## config.mk

```make
export PLATFORM = sky130hd
export DESIGN_NAME = enc_speed_meter
export DESIGN_NICKNAME = d
export VERILOG_FILES = /design/src/rtl/enc_speed_meter.sv
export SDC_FILE = /design/constraint.sdc
export NUM_CORES = 1
export LEC_CHECK = 0
export ABC_CLOCK_PERIOD_IN_PS = 11200
export BUFFER_PORTS_ARGS = -buffer_cell sky130_fd_sc_hd__buf_2
export CORE_MARGIN = 1
export CORE_UTILIZATION = 30
export DETAILED_ROUTE_END_ITERATION = 8
export GPL_TIMING_DRIVEN = 0
export PLACE_DENSITY = 0.51
export SLEW_MARGIN = 20
export SYNTH_ARGS = -nofsm -noshare
export SYNTH_HDL_FRONTEND = slang
export SYNTH_SLANG_ARGS = --single-unit
```

## constraint.sdc

```tcl
create_clock -name clk -period 11.2 [get_ports clk]
set_input_delay 0.56 -clock clk [delete_from_list [all_inputs] [get_ports clk]]
set_output_delay 0.56 -clock clk [all_outputs]
set_load 0.005 [all_outputs]
```

## src/rtl/enc_speed_meter.sv

```systemverilog
// enc_speed_meter: turns a free-running signed encoder position into per-window
// speed (delta), a moving average of recent deltas, the interval between the two
// most recent position changes, and a stall indication.
module enc_speed_meter #(
  parameter int SAMPLE_CYCLES = 50000,  // window length in clk cycles, >= 2
  parameter int AVG_LOG2      = 2,      // moving-average depth is 2**AVG_LOG2, 0..4
  parameter int STALL_WINDOWS = 100     // zero-delta windows before stalled, >= 1
) (
  input  logic               clk,
  input  logic               reset,
  input  logic signed [31:0] count,
  input  logic               enable,
  output logic signed [31:0] delta,
  output logic signed [31:0] delta_avg,
  output logic               valid,
  output logic        [31:0] period,
  output logic               stalled
);

  localparam int DEPTH = 1 << AVG_LOG2;
  localparam int TW    = $clog2(SAMPLE_CYCLES);
  localparam int SUMW  = 32 + AVG_LOG2;
  localparam int CW    = $clog2(STALL_WINDOWS + 1);

  localparam logic [TW-1:0] TIMER_LAST = TW'(SAMPLE_CYCLES - 1);
  localparam logic [CW-1:0] STALL_MAX  = CW'(STALL_WINDOWS);
  localparam logic [31:0]   SAT        = '1;

  typedef enum logic [1:0] {
    IDLE,
    PRIME,
    RUN
  } state_t;

  state_t state, state_next;
  logic                   terminal;
  logic [TW-1:0]          timer;
  logic signed [31:0]     prev_count;
  logic signed [31:0]     delta_next;
  logic signed [31:0]     hist [DEPTH];
  logic signed [SUMW-1:0] sum, sum_next;
  logic [CW-1:0]          stall_cnt, stall_cnt_next;

  logic signed [31:0]     count_d;
  logic                   loaded;
  logic                   armed;
  logic                   change;
  logic [31:0]            gap;

  // Window FSM state register.
  always_ff @(posedge clk) begin
    // NOTE: sequential state uses non-blocking assignments so every register
    // samples the pre-edge values regardless of statement order.
    if (reset) state <= IDLE;
    else       state <= state_next;
  end

  // Window FSM next state; flags the terminal cycle of each window.
  always_comb begin
    // NOTE: every output of this block gets a default first, so no path can
    // leave one unassigned and infer a latch.
    state_next = state;
    terminal   = 1'b0;
    case (state)
      IDLE:    if (enable) state_next = PRIME;
      PRIME:   state_next = enable ? RUN : IDLE;
      RUN: begin
        if (!enable) state_next = IDLE;
        else         terminal   = (timer == TIMER_LAST);
      end
      default: state_next = IDLE;
    endcase
  end

  // Window timer: counts only while running, restarts on every other state.
  always_ff @(posedge clk) begin
    if (reset)                          timer <= '0;
    else if (state == RUN && enable)    timer <= terminal ? '0 : timer + TW'(1);
    else                                timer <= '0;
  end

  // Reference position for the current window, taken at PRIME and each terminal.
  always_ff @(posedge clk) begin
    if (reset)                                     prev_count <= '0;
    else if ((state == PRIME && enable) || terminal) prev_count <= count;
  end

  // Per-window arithmetic: modular delta, running sum update, stall run length.
  always_comb begin
    delta_next     = count - prev_count;
    sum_next       = sum + SUMW'(delta_next) - SUMW'(hist[DEPTH-1]);
    stall_cnt_next = '0;
    if (delta_next == 32'sd0)
      stall_cnt_next = (stall_cnt == STALL_MAX) ? STALL_MAX : stall_cnt + CW'(1);
  end

  // Window outputs and averaging history, updated only in the terminal cycle.
  always_ff @(posedge clk) begin
    if (reset) begin
      delta     <= '0;
      delta_avg <= '0;
      valid     <= 1'b0;
      stalled   <= 1'b1;
      sum       <= '0;
      stall_cnt <= '0;
      // NOTE: the history is reset explicitly; the running sum assumes it starts
      // at zero, and toggling enable must not be a way to clear it.
      for (int i = 0; i < DEPTH; i++) hist[i] <= '0;
    end else begin
      valid <= terminal;
      if (terminal) begin
        delta     <= delta_next;
        delta_avg <= 32'(sum_next >>> AVG_LOG2);
        sum       <= sum_next;
        stall_cnt <= stall_cnt_next;
        stalled   <= (stall_cnt_next >= STALL_MAX);
        for (int i = DEPTH - 1; i > 0; i--) hist[i] <= hist[i-1];
        hist[0] <= delta_next;
      end
    end
  end

  // A change is only meaningful once count_d holds a real sample.
  assign change = loaded && (count != count_d);

  // Period measurement between consecutive count changes, independent of enable.
  always_ff @(posedge clk) begin
    if (reset) begin
      count_d <= '0;
      loaded  <= 1'b0;
      armed   <= 1'b0;
      gap     <= '0;
      period  <= SAT;
    end else begin
      count_d <= count;
      loaded  <= 1'b1;
      if (change) begin
        gap   <= '0;
        armed <= 1'b1;
        if (armed) period <= (gap == SAT) ? SAT : gap + 32'd1;
      end else if (gap == SAT) begin
        period <= SAT;
      end else begin
        gap <= gap + 32'd1;
      end
    end
  end

endmodule

```

# Word level (Yosys, flattened, before mapping)
# Memories as Yosys holds them, arrays and structs flattened.
# Index checks and enable logic that the tools add are counted.
[op_classes] magnitude_cmp=1 bitwise=5 eq_ne=9 n_addsub=6 reduce_logical=11 muxes=22
[op_table] op="$mux 32" count=8
[op_table] op="$add 34x32->34" count=1
[op_table] op="$sub 34x32->34" count=1
[op_table] op="$add 32x1->32 const B" count=1
[op_table] op="$eq 32x32->1 const B" count=1
[op_table] op="$logic_not 32->1" count=1
[op_table] op="$ne 32x32->1" count=1
[op_table] op="$sub 32x32->32" count=1
[op_table] op="$add 16x1->16 const B" count=1
[op_table] op="$eq 16x16->1 const B" count=1
[op_table] op="$mux 7" count=2
[op_table] op="$mux 1" count=8
[op_table] op="$add 7x1->7 const B" count=1
[op_table] op="$eq 7x7->1 const B" count=1
[op_table] op="$ge 7x7->1 const B" count=1
[op_table] op="$mux 2" count=3
[op_table] op="$ne 2x2->1 const B" count=3
[op_table] op="$pmux 2 s3" count=1
[op_table] op="$or 1x1->1" count=4
[op_table] op="$reduce_and 2->1" count=2
[op_table] op="$logic_and 1x1->1" count=3
[op_table] op="$reduce_or 3->1" count=1
[op_table] op="$eq 2x1->1 const B" count=1
[op_table] op="$eq 2x2->1 const B" count=1
[op_table] op="5 further kinds" count=5
[totals] mem_count=1 input_bits=35 regBits=255 ramBits=128 wordCells=69 output_inout_bits=98
[mem_list] memory="hist" words=4 width=32 read_ports=4 rd_clocked_by_memory_dff=0 wr=4 line="40" text="logic signed [31:0] hist [DEPTH];"

# Logic depth before layout (Yosys ltp)
[depth] depth_word=7 depth_mapped=22 ltp_nobuf=22

# Worst setup path before layout
# OpenSTA, ideal clock, no wires.
[synth_path] path_kind="input to register" startpoint="input count[0]" endpoint="register delta_avg[29]" arrival_ps=4740 path_buffers=0 setup_ps=257 path_stages=21 required_time_ps=10943 setup_slack_ps=6203 path_cell_list="inv_1 ha_1 fa_1 nor2b_4 o31a_4 o21a_1 or4_1 nand4_1 inv_1 fa_1 ha_1 or2_2 a21oi_1 a21oi_1 or3_1 o2111ai_1 nand3_1 a21oi_1 o31ai_1 xnor2_1 o22ai_1"
[synth_via] elab_chain_len=3
[synth_lines] item="from (decl)" line="11" text="input logic signed [31:0] count,"
[synth_lines] item="$sub 32x32->32" line="90" text="delta_next = count - prev_count;"
[synth_lines] item="net delta_next[14]" line="39" text="logic signed [31:0] delta_next;"
[synth_lines] item="$add 34x32->34" line="91" text="sum_next = sum + SUMW'(delta_next) - SUMW'(hist[DEPTH-1]);"
[synth_lines] item="$sub 34x32->34" line="91"
[synth_lines] item="to (signal assigned)" line="113" text="delta_avg <= 32'(sum_next >>> AVG_LOG2);"
[synth_lines] item="to (decl)" line="14" text="output logic signed [31:0] delta_avg,"
# The timed path passes the listed nets, and every way through them passes these cells.
# A chain may end at the register's enable or synchronous reset.

# Final worst setup path
[layout_path] startpoint="register prev_count[12]" endpoint="register delta_avg[31]"
[layout_via] elab_chain_len=3
[layout_lines] item="from (decl)" line="38" text="logic signed [31:0] prev_count;"
[layout_lines] item="from (signal assigned)" line="85" text="else if ((state == PRIME && enable) || terminal) prev_count <= count;"
[layout_lines] item="$sub 32x32->32" line="90"
[layout_lines] item="net delta_next[15]" line="39"
[layout_lines] item="$add 34x32->34" line="91"
[layout_lines] item="$sub 34x32->34" line="91"
# The timed path passes the listed nets, and every way through them passes these cells.

==> impl_metrics.json <==
{
  "seqCellArea_um2": 8310,
  "cp_slowest_cell": "nor3_1",
  "clk_path_buf_depth": 3,
  "cp.arrival_ns": 6.14,
  "diodes": 0,
  "cp_common_cell": "a21oi_1",
  "grt_max_degree": 76,
  "ys.flop_type": "dfxtp_1",
  "ant_nets": 0,
  "cp-start-kind": "flop",
  "crit_chain": "inv_1 > ha_1 > a21oi_1 > o21ai_1 > clkbuf_1 > nor3_1 > a211o_1 > nor3_1 > fa_1 > ha_1 > or2_2 > a21oi_1 > a21oi_1 > or3_1 > o2111ai_1 > nand3_1 > a21oi_1 > o311a_1 > o31a_1 > nor3_1",
  "fin_worst_skew_ns": 0.0222,
  "first_pass_iters": 9,
  "numCtsBuffers": 41,
  "multi_input_area_um2": 8800,
  "yosysWarnings": 0,
  "synth_seq_cells": 351,
  "max_stage_delay_ns": 0.58,
  "rrSetupSlack_ns": 5.47,
  "port_buffers": 131,
  "status": "finished, violations left",
  "stdcell_count": 2920,
  "num_vias": 13961,
  "final_cell_area_um2": 21200,
  "globalplace.congestion": 0.862,
  "synth_edf_count": 128,
  "fin_setup_tns_ns": 0,
  "cp_max_fo": 10,
  "synth_fp_nets": 2079,
  "fp.dieH_um": 248,
  "grt_pass1_vias": 13696,
  "place_area_um2": 19800,
  "relSlewSlack_pct": 29.4,
  "place_inst": 2845,
  "power_density_nw_per_um2": 157,
  "violations": "design-rule violations",
  "finalMaxSlewViolations": 0,
  "core_region_area_um2": 59400,
  "pre_cts_slack_ns": 5.12,
  "dieArea_um2": 61300,
  "cts_tree": "done",
  "cts_root_buf": "clkbuf_16",
  "drc": 4,
  "maxCapViolCount": 0,
  "vias_per_cell": 4.78,
  "grt.total_usage_pct": 16.2,
  "syn_area_um2": 18100,
  "grt_pass1_wl_um": 76500,
  "netlist_instances": 1940,
  "min_period_over_period_pct": 51.2,
  "rsz0062_at_grt": "false",
  "layout.nets": 2254,
  "drt_iter0_drc": 851,
  "fin_ws_ns": 5.47,
  "synth.avg_cell_area_um2": 9.33,
  "cp-endpoint": "delta_avg[31]$_SDFFE_PP0P_",
  "clk_pin_slew_worst_paths_ns": 0.06,
  "detail_route.wl_per_cell_um": 17.0,
  "post_cts_buffers": 0,
  "finalSetupViolCount": 0,
  "yosysSeqAreaShare_pct": 45.9,
  "overflow": 0,
  "final_core_util_pct": 35.7,
  "htreeDepth": 2,
  "timing.fmax_mhz": 174,
  "cp.required_ns": 11.61,
  "cts_resized": 0,
  "r2r_start": "prev_count[12]$_SDFFE_PP0P_",
  "area_growth_pct": 17.1,
  "drt_wl_total_um": 49700,
  "hold_viol": 0,
  "holdCritPathClass": "in2reg",
  "reg2reg_depth": 20,
  "n_fill_cell": 5986,
  "ir_worst_vdd_mv": 0.120,
  "rows": 89,
  "worst_setup_path_end_kind": "flop",
  "tightest_slew_ns": 1.03,
  "synth-async-reset-ratio_pct": 0,
  "ys_types": 82,
  "reg2reg_to": "delta_avg[31]$_SDFFE_PP0P_",
  "antenna_found_initial": 1,
  "startpoint": "prev_count[12]$_SDFFE_PP0P_",
  "cts.sinks": 351,
  "start_util_pct": 30.5,
  "min_period_ns": 5.73,
  "drive_above_1_share_pct": 12.2,
  "dp_hpwl_um": 38600,
  "io_pins": 133,
  "insertion_delay_ns": 0.57,
  "hold_buffers": 0,
  "crit_type": "reg2reg",
  "die_w_um": 248,
  "leakage_nw": 8.44
}
-- cell type report --
type	instances	share of cell area [%]
Buffer	112	2.56
Clock buffer	54	5.32
Clock inverter	21	1.41
Inverter	122	2.20
Multi-Input combinational cell	1355	41.5
Sequential cell	351	39.2
Tap cell	773	4.57
Timing Repair Buffer	132	3.22
-- layout by cell type (no fill, tap or decap), types with 76 or more instances in the layout --
cell      count
a21oi_1     142
and2_1      108
buf_2       132
clkbuf_1     86
dfxtp_1     223
edfxtp_1    128
inv_1       120
nand2_1     234
nor2_1      138
xnor2_1      76
-- how the worst min path moves through the flow --
stage	start	end	slack (ns)	cells after the start
finish	enable	state[0]$_SDFFE_PP0P_	0.26	3
global route	enable	state[0]$_SDFFE_PP0P_	0.26	3
CTS	enable	state[0]$_SDFFE_PP0P_	0.23	3
detailed placement	delta[29]$_SDFFE_PP0P_	delta[29]$_SDFFE_PP0P_	0.44	1
global placement	delta[4]$_SDFFE_PP0P_	delta[4]$_SDFFE_PP0P_	0.43	1
floorplan	timer[0]$_SDFF_PP0_	timer[0]$_SDFF_PP0_	0.43	1
-- through the flow --
step	total power, W	hold WS, ns
after floorplan	0.00179	0.430
after global placement	0.00193	0.434
after detailed placement	0.00193	0.439
after CTS	0.00336	0.234
after global routing	0.00348	0.256
final	0.00332	0.263
-- critical path, delay by kind of cell (launching register included) --
family / cells / cell delay [ns]
AO/OA/AOI/OAI: 9 / 1.96
adder cells (fa/ha/maj): 3 / 1.33
buffers and inverters: 2 / 0.44
flip-flops: 1 / 0.32
AND/OR/NAND/NOR: 6 / 1.53
-- cell usage after synthesis, types with 5 or more instances --
cell type  number  area, µm²
fa_1           34        681
or3_1          10       62.6
edfxtp_1      128       3840
o21a_1         14        105
a21o_1         53        398
ha_1           70        876
o21ai_1         6       30.0
a21oi_1       142        711
xnor2_1        76        666
dfxtp_1       223       4460
inv_1         121        454
xor2_1         28        245
nor3_1         37        185
o211ai_1        8       60.1
clkbuf_1       77        289
o21ai_0        54        270
buf_4          32        240
a31oi_1         9       56.3
o22ai_1        12       75.1
nor4_1         18        113
a211o_1         9       78.8
nand2_1       234        878
nand4_1        31        194
a21boi_0        5       37.5
and3_1         21        131
o21bai_1        7       52.6
nor2_1        139        522
o31ai_1        24        180
nor2b_1        39        244
or2_2           6       37.5
nand2b_1       10       62.6
nand3_1        64        320
a211oi_1        9       67.6
and2_1        108        676
-- logic make-up (layout without fill, tap and decap cells) --
group	Yosys count	in the layout	share of synthesized area, %
AND/OR/NAND/NOR	747	747	20.5
AO/OA/AOI/OAI	397	397	14.2
flip-flops	351	351	45.9
buffers and inverters	234	441	5.53
adder cells (fa/ha/maj)	104	104	8.60
XOR/XNOR	104	104	5.03
multiplexers	3	3	0.166
-- layer usage --
layer | global-route usage (%) | wire length (µm) | part of all wire [%]
met5 | 0 | 0 | 0
met4 | 4.93 | 1160 | 2.3
met3 | 2.49 | 1950 | 3.9
met2 | 26.6 | 23100 | 46
met1 | 21.8 | 23600 | 47
-- sequential cells by signal, summed over array words and instances (netlist names), 2 cells and up --
signal / cells
gap: 32
count_d: 32
delta_avg: 32
sum: 2
state: 2
timer: 16
stall_cnt: 7
hist: 128
delta: 32
period: 32
prev_count: 32
-- report_power, final --
group	internal (W)	switching [W]	total, W	leakage [nW]
sequential	0.00136	0.0000143	0.00137	3.03
clock	0.000854	0.000555	0.00141	0.679
combinational	0.000202	0.000336	0.000538	4.74
Power figures use the tool's default switching activity.
